==> src/rtl/im_boot_pkg.sv <==
// Shared definitions for the instruction-memory boot loader.
//   boot_state_t : loader FSM states
//   WORD_W       : instruction / IM data width
//   NOP_WORD     : value written to unused IM tail words
package im_boot_pkg;

  localparam int unsigned WORD_W = 32;
  localparam logic [WORD_W-1:0] NOP_WORD = 32'h0;

  typedef enum logic [2:0] {
    StIdle,
    StLoad,
    StFill,
    StHold,
    StRun,
    StDone,
    StErr
  } boot_state_t;

endpackage

==> src/rtl/im_boot_loader_if.sv <==
// Instruction-word stream into the boot loader (valid/ready handshake).
//   in_valid : in_data / in_last are valid
//   in_data  : instruction word
//   in_last  : final word of the image
//   in_ready : loader accepts a word this cycle
// master = word source, slave = loader.
interface im_boot_loader_if;
  import im_boot_pkg::*;

  logic              in_valid;
  logic [WORD_W-1:0] in_data;
  logic              in_last;
  logic              in_ready;

  modport master (output in_valid, output in_data, output in_last, input in_ready);
  modport slave  (input in_valid, input in_data, input in_last, output in_ready);

endinterface

==> src/rtl/im_boot_run_timer.sv <==
// Run-window timer: loaded with RUN_CYCLES-1 on start_i, counts down once per cycle and
// raises expire_o (combinational) in the cycle the count reaches zero.
//   clk_i, rst_i : clock, synchronous active-high reset
//   start_i      : arm the timer (first cycle of the run window follows)
//   clear_i      : abandon the current window
//   expire_o     : high in the last cycle of the window
module im_boot_run_timer #(
  parameter int unsigned RUN_CYCLES = 30
) (
  input  logic clk_i,
  input  logic rst_i,
  input  logic start_i,
  input  logic clear_i,
  output logic expire_o
);

  logic [15:0] cnt_q, cnt_d;
  logic        run_q, run_d;

  assign expire_o = run_q && (cnt_q == '0);

  always_comb begin
    cnt_d = cnt_q;
    run_d = run_q;
    if (clear_i) begin
      run_d = 1'b0;
      cnt_d = '0;
    end else if (start_i) begin
      run_d = 1'b1;
      cnt_d = 16'(RUN_CYCLES - 1);
    end else if (expire_o) begin
      run_d = 1'b0;
    end else if (run_q) begin
      cnt_d = cnt_q - 1'b1;
    end
  end

  always_ff @(posedge clk_i) begin
    if (rst_i) begin
      cnt_q <= '0;
      run_q <= 1'b0;
    end else begin
      cnt_q <= cnt_d;
      run_q <= run_d;
    end
  end

endmodule

==> src/rtl/im_boot_loader.sv <==
// Boot-time instruction loader: streams words into consecutive IM addresses, zero-fills
// the unused tail, holds the CPU in reset until the image is complete, then releases it
// and pulses dump_o after RUN_CYCLES cycles.
//   clk_i, rst_i  : clock, synchronous active-high reset
//   load_start_i  : start a new load (honoured in IDLE, RUN, DONE, ERR)
//   in_if         : instruction-word stream (slave side)
//   im_we_o, im_addr_o, im_wdata_o : IM write port (byte address, word aligned)
//   cpu_rst_n_o   : CPU reset, low holds the CPU
//   dump_o        : one-cycle pulse at end of the run window
//   done_o, err_o : run complete / overflow (no last word within DEPTH words)
//   word_count_o  : words accepted in the current load
// All outputs are registered.
module im_boot_loader
  import im_boot_pkg::*;
#(
  parameter int unsigned DEPTH      = 32,
  parameter int unsigned RUN_CYCLES = 30
) (
  input  logic                   clk_i,
  input  logic                   rst_i,
  input  logic                   load_start_i,
  im_boot_loader_if.slave        in_if,
  output logic                   im_we_o,
  output logic [31:0]            im_addr_o,
  output logic [WORD_W-1:0]      im_wdata_o,
  output logic                   cpu_rst_n_o,
  output logic                   dump_o,
  output logic                   done_o,
  output logic                   err_o,
  output logic [$clog2(DEPTH):0] word_count_o
);

  localparam int unsigned PtrW = $clog2(DEPTH);
  localparam logic [PtrW-1:0] LastPtr = PtrW'(DEPTH - 1);

  boot_state_t       state_q, state_d;
  logic [PtrW-1:0]   ptr_q, ptr_d;
  logic [PtrW:0]     count_q, count_d;
  logic [PtrW-1:0]   addr_q, addr_d;
  logic [WORD_W-1:0] wdata_q, wdata_d;
  logic              ready_q, ready_d;
  logic              we_q, we_d;
  logic              rst_n_q, rst_n_d;
  logic              dump_q, dump_d;
  logic              done_q, done_d;
  logic              err_q, err_d;
  logic              accept;
  logic              timer_start, timer_clear, timer_expire;

  // ready_q mirrors "in LOAD", so it doubles as the handshake qualifier.
  assign accept = in_if.in_valid && ready_q;

  always_comb begin
    state_d     = state_q;
    ptr_d       = ptr_q;
    count_d     = count_q;
    addr_d      = addr_q;
    wdata_d     = wdata_q;
    we_d        = 1'b0;
    timer_clear = 1'b0;
    unique case (state_q)
      StIdle, StDone, StErr: begin
        if (load_start_i) begin
          state_d = StLoad;
          ptr_d   = '0;
          count_d = '0;
        end
      end
      StLoad: begin
        if (accept) begin
          we_d    = 1'b1;
          addr_d  = ptr_q;
          wdata_d = in_if.in_data;
          count_d = count_q + 1'b1;
          // Pointer stops at the last word; running past it is an overflow, not a wrap.
          if (ptr_q == LastPtr) begin
            state_d = in_if.in_last ? StHold : StErr;
          end else begin
            ptr_d = ptr_q + 1'b1;
            if (in_if.in_last) state_d = StFill;
          end
        end
      end
      StFill: begin
        we_d    = 1'b1;
        addr_d  = ptr_q;
        wdata_d = NOP_WORD;
        if (ptr_q == LastPtr) state_d = StHold;
        else                  ptr_d   = ptr_q + 1'b1;
      end
      StHold: state_d = StRun;
      StRun: begin
        if (load_start_i) begin
          state_d     = StLoad;
          ptr_d       = '0;
          count_d     = '0;
          timer_clear = 1'b1;
        end else if (timer_expire) begin
          state_d = StDone;
        end
      end
      default: state_d = StIdle;
    endcase

    timer_start = (state_d == StRun) && (state_q != StRun);
    ready_d     = (state_d == StLoad);
    rst_n_d     = (state_d == StRun) || (state_d == StDone);
    dump_d      = (state_q == StRun) && (state_d == StDone);
    done_d      = (state_d == StDone);
    err_d       = (state_d == StErr);
  end

  always_ff @(posedge clk_i) begin
    if (rst_i) begin
      state_q <= StIdle;
      ptr_q   <= '0;
      count_q <= '0;
      addr_q  <= '0;
      wdata_q <= '0;
      ready_q <= 1'b0;
      we_q    <= 1'b0;
      rst_n_q <= 1'b0;
      dump_q  <= 1'b0;
      done_q  <= 1'b0;
      err_q   <= 1'b0;
    end else begin
      state_q <= state_d;
      ptr_q   <= ptr_d;
      count_q <= count_d;
      addr_q  <= addr_d;
      wdata_q <= wdata_d;
      ready_q <= ready_d;
      we_q    <= we_d;
      rst_n_q <= rst_n_d;
      dump_q  <= dump_d;
      done_q  <= done_d;
      err_q   <= err_d;
    end
  end

  im_boot_run_timer #(
    .RUN_CYCLES(RUN_CYCLES)
  ) u_run_timer (
    .clk_i   (clk_i),
    .rst_i   (rst_i),
    .start_i (timer_start),
    .clear_i (timer_clear),
    .expire_o(timer_expire)
  );

  assign in_if.in_ready = ready_q;
  assign im_we_o        = we_q;
  assign im_addr_o      = {{(30 - PtrW){1'b0}}, addr_q, 2'b00};
  assign im_wdata_o     = wdata_q;
  assign cpu_rst_n_o    = rst_n_q;
  assign dump_o         = dump_q;
  assign done_o         = done_q;
  assign err_o          = err_q;
  assign word_count_o   = count_q;

endmodule

==> src/flat_wrapper.sv <==
// flat-port wrapper written by rule: the top's interface ports become plain ports
module im_boot_loader_flat import im_boot_pkg::*;
#(
  parameter int unsigned DEPTH      = 32,
  parameter int unsigned RUN_CYCLES = 30
)
  (clk_i, rst_i, load_start_i, im_we_o, im_addr_o, im_wdata_o, cpu_rst_n_o, dump_o, done_o, err_o, word_count_o, in_if_in_valid, in_if_in_data, in_if_in_last, in_if_in_ready);
  im_boot_loader_if in_if_i ();
  input  logic clk_i;
  input  logic rst_i;
  input  logic load_start_i;
  output logic im_we_o;
  output logic [31:0] im_addr_o;
  output logic [WORD_W-1:0] im_wdata_o;
  output logic cpu_rst_n_o;
  output logic dump_o;
  output logic done_o;
  output logic err_o;
  output logic [$clog2(DEPTH):0] word_count_o;
  input wire logic [$bits(in_if_i.in_valid)-1:0] in_if_in_valid;
  input wire logic [$bits(in_if_i.in_data)-1:0] in_if_in_data;
  input wire logic [$bits(in_if_i.in_last)-1:0] in_if_in_last;
  output wire logic [$bits(in_if_i.in_ready)-1:0] in_if_in_ready;
  assign in_if_i.in_valid = in_if_in_valid;
  assign in_if_i.in_data = in_if_in_data;
  assign in_if_i.in_last = in_if_in_last;
  assign in_if_in_ready = in_if_i.in_ready;
  im_boot_loader #(.DEPTH(DEPTH), .RUN_CYCLES(RUN_CYCLES)) u_core (.clk_i(clk_i), .rst_i(rst_i), .load_start_i(load_start_i), .in_if(in_if_i), .im_we_o(im_we_o), .im_addr_o(im_addr_o), .im_wdata_o(im_wdata_o), .cpu_rst_n_o(cpu_rst_n_o), .dump_o(dump_o), .done_o(done_o), .err_o(err_o), .word_count_o(word_count_o));
endmodule
==> config.mk <==
export PLATFORM = sky130hd
export DESIGN_NAME = im_boot_loader_flat
export DESIGN_NICKNAME = d
export VERILOG_FILES = /design/src/rtl/im_boot_pkg.sv /design/src/rtl/im_boot_loader_if.sv /design/src/rtl/im_boot_run_timer.sv /design/src/rtl/im_boot_loader.sv /design/src/flat_wrapper.sv
export SDC_FILE = /design/constraint.sdc
export NUM_CORES = 1
export LEC_CHECK = 0
export BUFFER_PORTS_ARGS = -buffer_cell sky130_fd_sc_hd__buf_2
export CORE_ASPECT_RATIO = 0.7
export CORE_MARGIN = 5
export CORE_UTILIZATION = 50
export CTS_CLUSTER_DIAMETER = 30
export CTS_CLUSTER_SIZE = 10
export DETAILED_ROUTE_END_ITERATION = 6
export GPL_TIMING_DRIVEN = 0
export PLACE_DENSITY = 0.79
export SYNTH_ARGS = -nofsm -noshare
export SYNTH_HDL_FRONTEND = slang
export SYNTH_SLANG_ARGS = --single-unit
export TNS_END_PERCENT = 30
==> constraint.sdc <==
create_clock -name clk_i -period 2.8 [get_ports clk_i]
set_input_delay 0.28 -clock clk_i [delete_from_list [all_inputs] [get_ports clk_i]]
set_output_delay 0.28 -clock clk_i [all_outputs]
set_load 0.05 [all_outputs]
# Yosys cells after proc, flatten, opt, wreduce, memory -nomap -nowiden
# Index checks and enable logic that the tools add are counted.
# Widths: inputs -> output; s select.
# op_classes
add_sub_neg	3
eq_ne	15
n_mux	29
bitwise_logic	1
n_reduce_logical	21
# ops
operator	n
$pmux 32 s2	1
$mux 5	7
$mux 32	1
$mux 3	8
$eq 3x3->1 const B	6
$logic_not 16->1	1
$sub 16x1->16 const B	1
$pmux 3 s5	1
$pmux 5 s3	1
$mux 6	2
$pmux 6 s2	1
$pmux 5 s2	1
$reduce_bool 2->1	4
$add 6x1->6 const B	1
$eq 3x1->1 const B	2
$eq 3x2->1 const B	2
$ne 2x1->1 const B	3
$reduce_and 2->1	3
$reduce_and 3->1	2
$reduce_or 3->1	2
$add 5x1->5 const B	1
$eq 5x5->1 const B	1
$mux 1	5
$logic_and 1x1->1	4
8 further kinds	8
# word_totals
reg_bits	74
input_bits	37
out_inout_bits	76
word_cells	83

# Longest topological paths before layout
# Gate-level depths: netlist (run 1).
# logic_depth
word_depth	9
depth_mapped	7
depth_no_buf	7

# Modules after synthesis
# Synthesis (run 1) repeated with hierarchy kept, for this count alone.
# hier_totals
hier_cells	414
area_unflattened_um2	3508.4
# by_module_without_submodules
mod	instances	cells_each	area_per_inst_um2	seq_area_each_um2
im_boot_loader	1	304	2561.2	1141.1
im_boot_run_timer	1	110	947.2	340.3

# Worst setup path before layout (run 1)
# Ideal clock, no wire load.
# synth_path
path_kind	register to register
start	register u_core.u_run_timer.cnt_q[5]
end	register u_core.u_run_timer.cnt_q[10]
setup_ns	0.060
arrival_ns	1.866
t_required_ns	2.740
setup_slack_ns	0.874
path_stages_with_launch	5
n_path_buf	0
period_less_slack_ns	1.926
path_cell_list	dfxtp_1 > or4_4 > or4_1 > or4_1 > nand2_1
# synth_between
elab_chain_len	8
elab_cells_between_ends	11
classes_between	add/sub (1); eq/ne (1); mux (3); bitwise (1); reduce/logical (5)
# synth_lines
element	line	rtl
start, declared	im_boot_run_timer.sv:17	logic [15:0] cnt_q, cnt_d;
start signal, assigned	im_boot_run_timer.sv:43	cnt_q <= cnt_d;
$logic_not 16->1	im_boot_run_timer.sv:20	assign expire_o = run_q && (cnt_q == '0);
$logic_and 1x1->1	im_boot_run_timer.sv:20	
$mux 3	im_boot_loader.sv:98	end else if (timer_expire) begin
$mux 3	im_boot_loader.sv:93	if (load_start_i) begin
$pmux 3 s5	im_boot_loader.sv:61	unique case (state_q)
$eq 3x3->1	im_boot_loader.sv:105	timer_start = (state_d == StRun) && (state_q != StRun);
$logic_and 1x1->1	im_boot_loader.sv:105	
$reduce_or 3->1 (no line)	-	
# Several ways; a longest one is shown, not always the timed one.
# A chain may end at the register's enable or synchronous reset.

# Final worst setup path (run 1)
# layout_path
start	register u_core.u_run_timer.cnt_q[5]
end	register u_core.dump_q (netlist: u_core.dump_o)
# layout_between
elab_chain_len	7
# layout_lines
element	line	rtl
$logic_not 16->1	im_boot_run_timer.sv:20	
$logic_and 1x1->1	im_boot_run_timer.sv:20	
$mux 3	im_boot_loader.sv:98	
$mux 3	im_boot_loader.sv:93	
$pmux 3 s5	im_boot_loader.sv:61	
$eq 3x3->1	im_boot_loader.sv:108	dump_d = (state_q == StRun) && (state_d == StDone);
$logic_and 1x1->1	im_boot_loader.sv:108	
end signal, assigned	im_boot_loader.sv:135	dump_q <= dump_d;
end, declared	im_boot_loader.sv:44	logic dump_q, dump_d;
# Every way passes these cells.

==> impl_metrics.tcl, run 1 <==
set metrics [dict create \
    status "completed" \
    grt_use_met3_pct 5.85 \
    worstPathMaxFanout 8 \
    cp-end-kind "flip-flop" \
    insertion_delay_ps 350 \
    ant_nets 0 \
    clk_pin_slew_ps 70 \
    fin_ws_ps 334 \
    netlist_instances 409 \
    ys_seq_elements 74 \
    postSynthAreaPerCell_sq_um 8.31 \
    synth.yosys.seq_area_share_pct 43.6 \
    crit_type "reg -> reg" \
    dieArea_sq_um 8570 \
    ctsResizeCount 0 \
    clockBufferDepth 2 \
    finalSetupViolCount 0 \
    routed_via_density 5.04 \
    setup_tns_ps 0 \
    holdPathEnd "u_core.im_wdata_o[2]" \
    grt_setup_unrepaired "no" \
    place_ws_ps 444 \
    area_growth_pct 26.7 \
    port-buffer-count 85 \
    hpwl_mm 6.19 \
    grt_util_met2_pct 30.1 \
    instances_no_fill 630 \
    relSlewSlack_pct 48.9 \
    cts_setup_buffers 0 \
    drt-total-wl_mm 8.20 \
    ys_types 50 \
    cp_data_arrival_time_ps 2640 \
    async_reset_ff_share_pct 0 \
    crit-reg2reg-launch "u_core.u_run_timer.cnt_q[5]" \
    grt_use_met1_pct 25.4 \
    top_usage_layer "met2" \
    slowest_stage "a2111oi_0" \
    seq_power_share_pct 44.2 \
    p_int_uw 1830 \
    rows 25 \
    p_switching_uw 610 \
    maxSlewViolCount 0 \
    holdCritPathClass "in -> reg" \
    final_area_sq_um 4300 \
    die_y_um 79.0 \
    p_leak_uw 0.00186 \
    cp_cell_sequence "or4_4 -> nor4_1 -> nand4_1 -> a2111oi_0" \
    place_area_sq_um 4040 \
    tritoncts "done" \
    worst_slew_pin_slew_ps 766 \
    clkPwrFrac_pct 43.8 \
    drtIter0Drc 191 \
    ctsHtreeMaxLevel 3 \
    ys.flop_type "dfxtp_1" \
    core_area_sq_um 6690 \
    grt_pass1_wl_mm 13.4 \
    combPwrFrac_pct 12.0 \
    grt.total_usage_pct 19.5 \
    slowest_delay_ps 690 \
    fill_cells 580 \
    dp_cells 614 \
    fin_worst_skew_ps 3.49 \
    sw_frac_of_total_pct 25.0 \
    reg2reg_slack_ps 330 \
    cp_top_family "simple AND/OR/NAND/NOR gates" \
    fin_nets 573 \
    netlist_area_sq_um 3400 \
    clock-sinks 74 \
    wl_per_cell_um 13.0 \
    grt-ovfl-total 0 \
    hold_viol 0 \
    start_util_pct 50.7 \
    hold_depth 3 \
    min_period_ps 2470 \
    worstRegToRegCells 4 \
    min_from "in_if_in_data[2]" \
    ir_worst_vdd_mv 0.298 \
    final_layout_size_suffix_gt1_share_pct 25.9 \
    rr_endpoint "u_core.dump_o" \
    yosys_warnings 0 \
    boundaryPins 113 \
    pwr_density_cell_nw_per_um2 568 \
    hold_ws_ps 166 \
    critPathBufInv 0 \
    synth-edff-count 0 \
    vias 3175 \
    postCtsHoldBufs 0 \
    cts_buffers 9 \
    finalCritPeriodShare_pct 88.1 \
    antenna_found_initial 0 \
    num_antenna_cells 0 \
    drv_cap 0 \
    grt_max_degree 14 \
    cp-start-kind "flip-flop" \
    cp.required_ps 2980 \
    post-route-drc-count 0 \
    dr.pass1.iters 4 \
    gp_congestion 0.833 \
    dieWidth_um 109 \
    grt_pass1_vias 2971 \
    fmax_mhz 406 \
    clock-root-buffer "clkbuf_8" \
]
metrics by stage:
| step | utilization [%] | total power [uW] |
|---|---|---|
| 5_1_grt | 64.3 | 2530 |
| 2_1_floorplan | - | 1330 |
| 4_1_cts | 64.3 | 2460 |
| 6_report | 64.3 | 2440 |
| 3_3_place_gp | 60.3 | 1390 |
| 3_5_place_dp | 60.3 | 1390 |
flip-flops by register name (all words and copies together), names as in the netlist:
name                      flops
u_core.im_wdata_o            32
u_core.u_run_timer.cnt_q     16
u_core.word_count_o           6
u_core.addr_q                 5
u_core.ptr_q                  5
u_core.state_q                3
u_core.cpu_rst_n_o            1
u_core.done_o                 1
u_core.dump_o                 1
u_core.err_o                  1
u_core.im_we_o                1
u_core.in_if.in_ready         1
u_core.u_run_timer.run_q      1
worst max-delay path by stage:
stage	startpoint	end	slack [ps]	cells past startpoint
final	u_core.u_run_timer.cnt_q[5]	u_core.dump_o	330	4
after global placement	u_core.u_run_timer.cnt_q[5]	u_core.dump_o	470	4
after detailed placement	u_core.u_run_timer.cnt_q[5]	u_core.dump_o	440	4
after floorplan	u_core.u_run_timer.cnt_q[5]	u_core.u_run_timer.cnt_q[10]	870	4
after global routing	u_core.state_q[0]	u_core.im_wdata_o[25]	160	6
after CTS	u_core.u_run_timer.cnt_q[5]	u_core.dump_o	410	4
kinds of logic (layout without fill, tap and decap cells):
logic type / count (synthesis) / after routing / synth area share [%]
AOI/OAI and AO/OA: 88 / 88 / 15.2
xor gates and xnor gates: 7 / 7 / 1.80
adders and majority gates: 5 / 5 / 1.84
buffers and inverters: 55 / 156 / 9.24
DFF: 74 / 74 / 43.6
muxes: 8 / 8 / 2.36
other: 1 / 27 / 0.110
and+or+nand+nor: 171 / 171 / 25.8
layer usage:
metal | up-vias | wire length, um
met5 | - | 0
met4 | 0 | 144
met3 | 14 | 654
met2 | 102 | 3710
met1 | 1437 | 3690
li1 | 1622 | -
power groups by stage:
| stage | clock network (uW) | registers [uW] | logic, uW |
|---|---|---|---|
| 2_1_floorplan | 0 | 1150 | 184 |
| 6_report | 1070 | 1080 | 294 |
| 4_1_cts | 1090 | 1080 | 292 |
| 5_1_grt | 1140 | 1080 | 315 |
| 3_5_place_dp | 0 | 1100 | 290 |
| 3_3_place_gp | 0 | 1100 | 287 |
cell type report:
cell class / instances / area (sq um) / share of cell area (%)
sequential: 74 / 1480 / 34.4
buffer: 50 / 295 / 6.86
tap: 94 / 118 / 2.73
clock buffer: 9 / 124 / 2.88
multi-input combinational: 306 / 1700 / 39.5
clock inverter: 7 / 141 / 3.29
timing repair buffer: 85 / 425 / 9.89
inverter: 5 / 18.8 / 0.436
cells in the final DEF, fill, tap and decap left out, types with 6 or more instances in the layout:
cell and n:
nor4_1 7, clkbuf_8 9, or3_1 6, conb_1 27, buf_2 87, o31ai_1 8, nand2_1 76, nand2b_1 7
dfxtp_1 74, or4_1 9, clkbuf_1 20, buf_4 28, a21oi_1 55, xnor2_1 7, mux2i_1 8, nor2_1 18
nor3_1 11
worst reg2reg max path, cell delays in order (launching register included):
cell and delay (ps):
dfxtp_1 370, or4_4 590, nor4_1 410, nand4_1 240, a2111oi_0 690
Yosys cell counts (3+ instances only):
library cell   n  share of area, %
a21oi_1       55               8.1
and2_1         3              0.55
buf_4         28               6.2
clkbuf_1      20               2.2
dfxtp_1       74                44
ha_1           5               1.8
inv_1          5              0.55
mux2i_1        8               2.4
nand2_1       76               8.4
nand2b_1       7               1.3
nand3_1        4              0.59
nand3b_1       3              0.66
nand4b_1       4               1.0
nor2_1        18               2.0
nor3_1        11               1.6
nor4_1         7               1.3
o211ai_1       4              0.88
o21ai_0        5              0.74
o21bai_1       3              0.66
o31ai_1        8               1.8
or2_2          5              0.92
or3_1          6               1.1
or4_1          9               2.0
xnor2_1        7               1.8
No activity file was read; power rests on OpenSTA's default activity.
==> run 2: changes to the inputs <==
- CELL_PAD_IN_SITES_DETAIL_PLACEMENT: not set -> 1
- CELL_PAD_IN_SITES_GLOBAL_PLACEMENT: not set -> 2
- CORE_ASPECT_RATIO: 0.7 -> 0.8
- CORE_UTILIZATION: 50 -> 28
- PLACE_DENSITY: 0.79 -> not set
- PLACE_DENSITY_LB_ADDON: not set -> 0.1
==> run 2 against run 1 <==
Effect of this change: worst setup slack worse by 33 ps; critical path depth up 3; first-iteration DRC count shrank 24%; core utilization down 27 points; non-clock buffer count stayed put; maximum frequency is 1.3% lower; clock skew rose by 2.0 ps; sequential share of layout area fell by 0.99 points; power rose by 7.7%; highest routed layer unchanged.
==> impl_metrics.tcl, run 2 (synthesized netlist as in run 1, its figures left out) <==
set metrics [dict create \
    cp-end-kind "flip-flop" \
    fill_cells 1447 \
    dr.pass1.iters 4 \
    pwr_density_cell_nw_per_um2 594 \
    boundaryPins 113 \
    cp.required_ps 2990 \
    cp_cell_sequence "inv_1 -> ha_1 -> or3b_2 -> nor4_1 -> buf_2 -> or3_1 -> a21oi_1" \
    insertion_delay_ps 330 \
    grt_setup_unrepaired "no" \
    final_layout_size_suffix_gt1_share_pct 25.7 \
    hold_viol 0 \
    clockBufferDepth 2 \
    slowest_stage "nor4_1" \
    area_growth_pct 30.4 \
    largest_register_ffs 32 \
    fin_worst_skew_ps 5.53 \
    routed_via_density 4.66 \
    m1WireLength_mm 4.69 \
    drt-total-wl_mm 9.94 \
    clock-root-buffer "clkbuf_16" \
    dieArea_sq_um 14400 \
    crit_type "reg -> reg" \
    worstPathMaxFanout 10 \
    clk_pin_slew_ps 60 \
    ant_nets 0 \
    drv_cap 0 \
    postCtsHoldBufs 0 \
    final_cell_mix "buf_2, nand2_1, dfxtp_1" \
    num_antenna_cells 0 \
    grt_pass1_vias 3202 \
    post-route-drc-count 0 \
    p_leak_uw 0.00189 \
    wl_met2_mm 4.61 \
    hpwl_mm 7.50 \
    status "completed" \
    top_layer "met4" \
    setup_tns_ps 0 \
    slowest_delay_ps 690 \
    cts_buffers 9 \
    grt_max_degree 13 \
    holdCritPathClass "in -> reg" \
    route.met3.wl_um 502 \
    relSlewSlack_pct 39.7 \
    maxSlewViolCount 0 \
    port-buffer-count 85 \
    ctsResizeCount 0 \
    cts_setup_buffers 0 \
    finalSetupViolCount 0 \
    antenna_found_initial 0 \
    drtIter0Drc 145 \
    ir_worst_vdd_mv 0.290 \
    finalCritPeriodShare_pct 89.2 \
    instances_no_fill 688 \
    vias 3208 \
    wl_per_cell_um 14.4 \
    worst_slew_pin_slew_ps 897 \
    grt-ovfl-total 0 \
    die_y_um 109 \
    final_common_cell "buf_2" \
    grt.total_usage_pct 14.0 \
    multiInputGateArea_sq_um 1700 \
    grt_pass1_wl_mm 16.3 \
    gp_congestion 0.730 \
    cp_data_arrival_time_ps 2690 \
    fmax_mhz 400 \
    start_util_pct 28.2 \
    rows 36 \
    min_period_ps 2500 \
    dp_cells 672 \
    fin_nets 573 \
    seqCellArea_sq_um 1480 \
    dieWidth_um 133 \
    ctsHtreeMaxLevel 3 \
    core_area_sq_um 12000 \
    clock-sinks 74 \
    tritoncts "done" \
    cp-start-kind "flip-flop" \
]
[run 2: cell types whose count changed in the layout (fill, tap and decap cells not counted), sizes merged]
cell and delta:
bufinv -2, clkbuf +2
[run 2: routing by layer]
| layer | vias up | GRT usage [%] |
|---|---|---|
| li1 | 1625 | - |
| met1 | 1506 | 18.0 |
| met2 | 66 | 22.5 |
| met3 | 11 | 4.37 |
| met4 | 0 | 4.55 |
| met5 | - | 0 |
[run 2: power breakdown]
| group | total (uW) | switching (uW) | internal (uW) |
|---|---|---|---|
| Combinational | 300 | 216 | 83.7 |
| Clock | 1250 | 450 | 802 |
| Sequential | 1080 | 10.6 | 1070 |
[run 2: path summary, 6_finish.rpt]
| kind | to | cells after the start | start | slack, ps |
|---|---|---|---|---|
| hold reg to reg | u_core.im_wdata_o[23] | 2 | u_core.im_wdata_o[23] | 450 |
| setup / recovery | u_core.u_run_timer.cnt_q[5] | 7 | u_core.u_run_timer.cnt_q[0] | 300 |
| hold / removal | u_core.im_wdata_o[2] | 3 | in_if_in_data[2] | 180 |
| setup reg to reg | u_core.u_run_timer.cnt_q[5] | 7 | u_core.u_run_timer.cnt_q[0] | 300 |
[run 2: metrics by stage]
step	util, %	instance area (sq um)	total power, uW	hold WS [ps]	setup slack [ps]
finish	36.8	4430	2630	182	301
global route	36.8	4430	2740	169	62.2
CTS	36.8	4430	2680	171	309
detailed placement	34.2	4110	1400	447	336
global placement	34.2	4110	1400	440	421
floorplan	-	3490	1330	370	874
[run 2: final cells by class]
type,instances,area share [%]
repair buffers,85,9.60
clock buffers,11,5.48
clock inverters,5,1.75
inverters,5,0.424
well taps,152,4.29
multi-input cells,306,38.4
plain buffers,50,6.66
flip-flops and latches,74,33.4
[run 2: worst max-delay path, delay by kind of cell (launching register included)]
kind | cells | cell delay [ps]
AOI/OAI and AO/OA | 1 | 60
DFF | 1 | 330
adders and majority gates | 1 | 210
and+or+nand+nor | 3 | 1280
buffers and inverters | 2 | 480
